<file path="src/rtl/tytra_stream_pkg.sv">
`default_nettype none
// ============================================================================
// Module      : tytra_stream_pkg
// Description : Shared constants and helpers for packed multi-lane streams.
// Revision    : 1.0 - initial release
// ============================================================================
package tytra_stream_pkg;

    localparam int STREAMW_DEFAULT = 34;

    function automatic int clog2(input int value);
        int r;
        r = 0;
        while ((1 << r) < value) begin
            r = r + 1;
        end
        return r;
    endfunction

    // Low bit index of a lane inside a packed NCH*width vector
    function automatic int lane_lo(input int lane, input int width);
        return lane * width;
    endfunction

endpackage
`default_nettype wire

</file>
<file path="src/rtl/coriolis_stream_join_balance_if.sv">
`default_nettype none
// ============================================================================
// Module      : coriolis_stream_join_balance_if
// Description : Multi-channel valid/ready input streams plus joined output.
// Revision    : 1.0 - initial release
// ============================================================================
interface coriolis_stream_join_balance_if #(
    parameter int NCH     = 2,
    parameter int STREAMW = tytra_stream_pkg::STREAMW_DEFAULT
);
    logic [NCH-1:0]         ivalid_s;
    logic [NCH-1:0]         iready_s;
    logic [NCH*STREAMW-1:0] in_s;
    logic                   ovalid;
    logic                   oready;
    logic [NCH*STREAMW-1:0] out_s;

    modport master (
        output ivalid_s, in_s, oready,
        input  iready_s, ovalid, out_s
    );

    modport slave (
        input  ivalid_s, in_s, oready,
        output iready_s, ovalid, out_s
    );
endinterface
`default_nettype wire

</file>
<file path="src/rtl/tytra_fwft_fifo.sv">
`default_nettype none
// ============================================================================
// Module      : tytra_fwft_fifo
// Description : First-word-fall-through circular buffer with occupancy count.
// Revision    : 1.0 - initial release
// ============================================================================
module tytra_fwft_fifo
    import tytra_stream_pkg::*;
#(
    parameter  int STREAMW = STREAMW_DEFAULT,
    parameter  int DEPTH   = 16,
    localparam int AW      = clog2(DEPTH),
    localparam int CW      = AW + 1
) (
    input  wire logic               clk,
    input  wire logic               rst,
    input  wire logic               push,
    input  wire logic               pop,
    input  wire logic [STREAMW-1:0] din,
    output logic      [STREAMW-1:0] dout,
    output logic      [CW-1:0]      count,
    output logic                    full,
    output logic                    empty
);
    logic [STREAMW-1:0] r_mem [DEPTH];
    logic [AW-1:0]      r_wr_ptr;
    logic [AW-1:0]      r_rd_ptr;
    logic [CW-1:0]      r_count;
    logic               w_wr;
    logic               w_rd;

    // Guard locally so a misbehaving caller cannot corrupt the count
    assign w_wr = push & ~full;
    assign w_rd = pop & ~empty;

    always_ff @(posedge clk) begin
        if (rst) begin
            r_wr_ptr <= '0;
            r_rd_ptr <= '0;
            r_count  <= '0;
        end else begin
            if (w_wr) begin
                r_wr_ptr <= r_wr_ptr + 1'b1;
            end
            if (w_rd) begin
                r_rd_ptr <= r_rd_ptr + 1'b1;
            end
            case ({w_wr, w_rd})
                2'b10:   r_count <= r_count + 1'b1;
                2'b01:   r_count <= r_count - 1'b1;
                default: r_count <= r_count;
            endcase
        end
    end

    always_ff @(posedge clk) begin
        if (w_wr) begin
            r_mem[r_wr_ptr] <= din;
        end
    end

    assign dout  = r_mem[r_rd_ptr];
    assign count = r_count;
    assign full  = (r_count == CW'(DEPTH));
    assign empty = (r_count == '0);

endmodule
`default_nettype wire

</file>
<file path="src/rtl/coriolis_stream_join_balance.sv">
`default_nettype none
// ============================================================================
// Module      : coriolis_stream_join_balance
// Description : Joins NCH elastic-buffered streams into one concatenated word.
// Revision    : 1.0 - initial release
// ============================================================================
module coriolis_stream_join_balance
    import tytra_stream_pkg::*;
#(
    parameter int STREAMW = STREAMW_DEFAULT,
    parameter int NCH     = 2,
    parameter int DEPTH   = 16,
    parameter int CNTW    = clog2(DEPTH) + 1
) (
    input  wire logic                  clk,
    input  wire logic                  rst,
    coriolis_stream_join_balance_if.slave bus,
    output logic      [NCH*CNTW-1:0]   lvl_s,
    output logic                       skew_err
);
    logic [NCH-1:0]  w_full;
    logic [NCH-1:0]  w_empty;
    logic [NCH-1:0]  w_push;
    logic [CNTW-1:0] w_count [NCH];
    logic            w_pop;
    logic            r_skew_err;

    generate
        for (genvar c = 0; c < NCH; c++) begin : g_lane
            // Ready comes only from registered occupancy; no path from oready
            assign bus.iready_s[c] = ~rst & ~w_full[c];
            assign w_push[c]       = bus.ivalid_s[c] & bus.iready_s[c];

            tytra_fwft_fifo #(
                .STREAMW (STREAMW),
                .DEPTH   (DEPTH)
            ) u_fifo (
                .clk   (clk),
                .rst   (rst),
                .push  (w_push[c]),
                .pop   (w_pop),
                .din   (bus.in_s[lane_lo(c, STREAMW) +: STREAMW]),
                .dout  (bus.out_s[lane_lo(c, STREAMW) +: STREAMW]),
                .count (w_count[c]),
                .full  (w_full[c]),
                .empty (w_empty[c])
            );

            assign lvl_s[c*CNTW +: CNTW] = w_count[c];
        end
    endgenerate

    assign bus.ovalid = ~|w_empty;
    assign w_pop      = bus.ovalid & bus.oready;

    // A full lane alongside an empty lane means DEPTH cannot absorb the skew
    always_ff @(posedge clk) begin
        if (rst) begin
            r_skew_err <= 1'b0;
        end else if (|w_full && |w_empty) begin
            r_skew_err <= 1'b1;
        end
    end

    assign skew_err = r_skew_err;

endmodule
`default_nettype wire
</file>
<file path="src/flat_wrapper.sv">
// flat-port wrapper written by rule: the top's interface ports become plain ports
module coriolis_stream_join_balance_flat import tytra_stream_pkg::*;
#(
    parameter int STREAMW = STREAMW_DEFAULT,
    parameter int NCH     = 2,
    parameter int DEPTH   = 16,
    parameter int CNTW    = clog2(DEPTH) + 1
)
  (clk, rst, lvl_s, skew_err, bus_ivalid_s, bus_in_s, bus_oready, bus_iready_s, bus_ovalid, bus_out_s);
  coriolis_stream_join_balance_if #(.NCH(NCH), .STREAMW(STREAMW)) bus_i ();
  input  wire logic clk;
  input  wire logic rst;
  output logic      [NCH*CNTW-1:0] lvl_s;
  output logic skew_err;
  input wire logic [$bits(bus_i.ivalid_s)-1:0] bus_ivalid_s;
  input wire logic [$bits(bus_i.in_s)-1:0] bus_in_s;
  input wire logic [$bits(bus_i.oready)-1:0] bus_oready;
  output wire logic [$bits(bus_i.iready_s)-1:0] bus_iready_s;
  output wire logic [$bits(bus_i.ovalid)-1:0] bus_ovalid;
  output wire logic [$bits(bus_i.out_s)-1:0] bus_out_s;
  assign bus_i.ivalid_s = bus_ivalid_s;
  assign bus_i.in_s = bus_in_s;
  assign bus_i.oready = bus_oready;
  assign bus_iready_s = bus_i.iready_s;
  assign bus_ovalid = bus_i.ovalid;
  assign bus_out_s = bus_i.out_s;
  coriolis_stream_join_balance #(.STREAMW(STREAMW), .NCH(NCH), .DEPTH(DEPTH), .CNTW(CNTW)) u_core (.clk(clk), .rst(rst), .bus(bus_i), .lvl_s(lvl_s), .skew_err(skew_err));
endmodule
</file>
<file path="config.mk">
export PLATFORM = sky130hd
export DESIGN_NAME = coriolis_stream_join_balance_flat
export DESIGN_NICKNAME = d
export VERILOG_FILES = /design/src/rtl/tytra_stream_pkg.sv /design/src/rtl/coriolis_stream_join_balance_if.sv /design/src/rtl/tytra_fwft_fifo.sv /design/src/rtl/coriolis_stream_join_balance.sv /design/src/flat_wrapper.sv
export SDC_FILE = /design/constraint.sdc
export NUM_CORES = 1
export LEC_CHECK = 0
export CAP_MARGIN = 10
export CORE_ASPECT_RATIO = 0.8
export CORE_MARGIN = 2
export CORE_UTILIZATION = 55
export CTS_CLUSTER_DIAMETER = 80
export DETAILED_ROUTE_END_ITERATION = 16
export PLACE_DENSITY = 0.85
export SLEW_MARGIN = 30
export SYNTH_ARGS = -nofsm -noshare
export SYNTH_HDL_FRONTEND = slang
export SYNTH_HIERARCHICAL = 1
export SYNTH_SLANG_ARGS = --single-unit
</file>
<file path="constraint.sdc">
create_clock -name clk -period 9.85 [get_ports clk]
set_input_delay 2.955 -clock clk [delete_from_list [all_inputs] [get_ports clk]]
set_output_delay 2.955 -clock clk [all_outputs]
set_load 0.02 [all_outputs]
</file>
==> summary.md <==
| Metric | Value |
|---|---|
| Pre-antenna DRT Iters | 7 |
| Cts repair resizes | 0 |
| Post-Synth Simple-Gate Area | 2.11% |
| Endpoint class of the critical path | primary output |
| Row cnt | 91 |
| I/O pins | about 160 |
| Min Tclk post-route | 7840 ps |
| Peak Freq | 0.128 GHz |
| CTS Sinks | about 1100 |
| CP Depth | 4 |
| Register share of total power | 56.3% |
| Crit path capture | bus_iready_s[0] |
| DP Worst Slack | 1980 ps |
| Cell leakage power | 15.2 nW |
| Total CTS buffers | 104 |
| Endpoints failing setup | 0 |
| CP Launch Point | rst |
| Initial antenna violation count | 8 |
| Final TNS setup | 0 ps |
| Clock Skew | 57.0 ps |
| Net Switching | around 1.9 mW |
| Critical-path top delay cell | clkdlybuf4s50_1 |
| Fin. Hold Viols | 0 |
| Post-Syn Instances | 1930 |
| R2r startpoint | u_core/g_lane[1].u_fifo/count[1] |
| Area of the core | 77100 um^2 |
| Post-DP HPWL | 48700 um |
| Seq/Total Area, Yosys | 78.0% |
| Drt via density | 6.46 |
| CP Data Required Time | slightly below 7000 ps |
| Worst endpoint data arrival time | between 4000 and 5000 ps |
| Post-layout util | a little under two thirds |
| Vias | roughly 21000 |
| Post-CTS Hold Buffers | 0 |
| Rel. slew slack | 30.1% |
| Kind of critical path | primary input to primary output |
| Depth of the CTS H-tree | 3 |
| Reg-to-reg setup timing slack | 6240 ps |
| Compound-Gate Fraction of Synth Area | ~3.2% |
| CP peak stage delay | roughly 760 ps |
| Total routed wirelength | 96200 um |
| Synthesized cell area | 42800 um^2 |
| Initial DRC count | between 2000 and 2500 |
| Slew Limit Fails | 0 |
| Power per cell area | 191 nW/um^2 |
| Starting Density | 55.5% |
| CP dominant cell by count | clkdlybuf4s50_1 |
| Ys async rst share | 0% |
| Internal power | roughly 7.5 mW |
| RSZ-0062 raised after global routing | no |
| Xor/xnor share of the synthesized area | 0.307% |
| Clk buf depth | 3 |
| Share of layout cells above drive strength 1 | 23.4% |
| Main combinational cell family by area after synthesis | multiplexers |
| Syn. warnings | 6 |
| Area Overhead vs Synth | 14.8% |
| Clk pwr share | 41.0% |
| EDFF count, synth | 1088 |
| Die ar. | 80000 um^2 |
| Drt drc | 0 |
| Max Cap Viol | 0 |
| Nets@finish | 2223 |
| CTS root buf | clkbuf_16 |
| Clock Latency Late Sink | 680 ps |
| Worst path bufs/invs | 3 |
| Post-route ant nets | 0 |
| Crit path cell chain | clkdlybuf4s50_1 > buf_4 > nor2_1 > clkdlybuf4s50_1 |
| Setup ws final | approximately 2000 ps |
| Final worst path period share | about four fifths |
| Cells on worst reg2reg path | 13 |
| Syn avg cell area | between 20 and 25 um^2 |
| Synth Register Bits | 1123 |
| Hold WS | about 460 ps |
| Crit-path max FO | 22 |
| Vias in the first global route | 22200 |
| Die Ht | 253 um |
| Synth Area in Adders | less than 1% |
| Mux cell area share after synthesis | 14.5% |
| WL/cell | about 30 um |
| Syn_nets | 2019 |
| Largest net degree at the start of global routing | 115 |
| Worst IR drop on VDD | 0.000135 V |
| Congestion Overflow GR | 0 |
| First-pass GRT wire length | 141000 um |
| Worst-Margin Slew | 1050 ps |
| Status | complete, no violations |
| Distinct cells, synth | 58 |
| Postcts setup bufs | 0 |
| Fillers | 4671 |
| GRT Util Overall | 24.2% |
| RePlAce Congestion | 0.748 |
| TritonCTS clock tree | done |
| Clock slew at reported path FFs | about 60 ps |
| Synth Flop Type | edfxtp_1 |
| Crit-path leading delay family | buffers and inverters |
| IO buf count | 154 |
| Worst r2r dst | u_core/g_lane[1].u_fifo/count[4] |
| Worst setup SP type | primary input |
| Combinational share of power | approximately 2.7% |
| HP Class | flip-flop to flip-flop |
| Die width | about 320 um |
| Net Sw Frac | 19.9% |
state kept, by name, indices dropped and copies added (netlist names), named ones only:
signal,count
u_core/g_lane.u_fifo/r_wr_ptr,8
u_core/g_lane.u_fifo/count,10
u_core/g_lane.u_fifo/r_mem,1088
u_core/g_lane.u_fifo/r_rd_ptr,8
u_core/skew_err,1
power groups by stage:
stage	registers (mW)	clock network [mW]	logic, mW
floorplan	5.38	0	0.102
detailed placement	5.38	0	0.248
global placement	5.37	0	0.234
global route	5.28	4.07	0.270
CTS	5.28	3.90	0.251
finish	5.28	3.85	0.250
worst min-delay path by stage:
| stage | to | depth (start not counted) | from |
|---|---|---|---|
| floorplan | flip-flop | 2 | u_core/g_lane[1].u_fifo/r_rd_ptr[3] |
| global placement | u_core/skew_err | 2 | u_core/skew_err |
| detailed placement | u_core/skew_err | 2 | u_core/skew_err |
| CTS | u_core/skew_err | 2 | u_core/skew_err |
| global route | u_core/skew_err | 2 | u_core/skew_err |
| finish | u_core/skew_err | 2 | u_core/skew_err |
cell usage after synthesis (all sizes together), types with 3 or more instances:
master | instances | area share (%)
edfxtp | 1088 | 76
nor3 | 13 | 0.15
buf | 53 | 0.73
clkbuf | 56 | 0.49
a22oi | 136 | 2.4
o211ai | 7 | 0.22
nand3b | 3 | 0.053
ha | 16 | 0.47
inv | 13 | 0.11
xor2 | 13 | 0.27
dfxtp | 35 | 1.6
and2 | 6 | 0.088
a21oi | 3 | 0.035
or4 | 4 | 0.088
nor2b | 6 | 0.088
and3 | 4 | 0.058
mux4 | 272 | 14
nand2b | 5 | 0.073
o21ai | 4 | 0.099
mux2i | 6 | 0.14
nand2 | 82 | 0.72
nor2 | 65 | 0.57
o21a | 7 | 0.16
a21o | 3 | 0.053
metrics by stage:
step / std cells / instance area, um^2 / total power [mW]
6_report: 3249 / 49100 / 9.37
5_1_grt: 3248 / 49100 / 9.62
4_1_cts: 3241 / 49000 / 9.43
3_5_place_dp: 3048 / 45800 / 5.63
3_3_place_gp: 3048 / 45800 / 5.61
2_1_floorplan: 1930 / 42800 / 5.48
kinds of logic (layout without fill, tap and decap cells):
group	count (synthesis)	count (layout)
AO/OA/AOI/OAI	175	175
flip-flops	1123	1123
adder cells (fa/ha/maj)	16	16
AND/OR/NAND/NOR	199	199
other	0	5
XOR/XNOR	15	15
multiplexers	279	279
buffers and inverters	123	414
final cells by class:
type / instances / area (um^2) / share of cell area [%]
Antenna cell: 5 / 12.5 / 0.0255
Clock buffer: 128 / 2710 / 5.53
Timing Repair Buffer: 207 / 2020 / 4.11
Clock inverter: 65 / 556 / 1.13
Multi-Input combinational cell: 684 / 9090 / 18.5
Tap cell: 1023 / 1280 / 2.61
Sequential cell: 1123 / 33400 / 68.0
Inverter: 14 / 52.6 / 0.107
metal layers:
layer / vias to the layer above / share of wire (%) / global-route usage [%]
li1: 8534 / - / -
met1: 11000 / 38 / 32.7
met2: 1220 / 50 / 39.3
met3: 199 / 9.2 / 5.60
met4: 6 / 3.0 / 8.25
met5: - / 0.034 / 0
worst register-to-register path, cell delays in order, from the launching register on:
cell	delay, ps
dfxtp_1	400
or4_4	650
nor2_1	170
nor2_1	80
and2_1	330
o21ai_4	170
inv_1	90
ha_1	310
xor2_1	190
ha_1	210
inv_1	80
a21o_1	160
a221oi_1	310
mux2_2	360
placed cells by master, fill, tap and decap left out, types with 3 or more instances in the layout:
cell             Yosys  final
a21o_1               3      3
a21oi_1              3      3
a22oi_1            136    136
and2_1               6      5
and3_1               4      4
buf_12               0      3
buf_4                8     48
bufinv_16            0      7
clkbuf_1            55     23
clkbuf_16            0    105
clkdlybuf4s50_1      0    154
clkinv_1             1     36
clkinv_2             0     13
dfxtp_1             35     31
dfxtp_4              0      4
diode_2              0      5
edfxtp_1          1088   1088
ha_1                16     16
inv_1               13     13
mux2i_1              6      6
mux4_2             272    272
nand2_1             82     82
nand2b_1             5      5
nand3b_1             3      3
nor2_1              65     39
nor2_4               0     26
nor2b_4              0      4
nor3_1              13      5
nor3_2               0      8
o211ai_2             3      3
o21a_1               4      4
xor2_1              13     13
No activity file was read; power rests on OpenSTA's default activity.
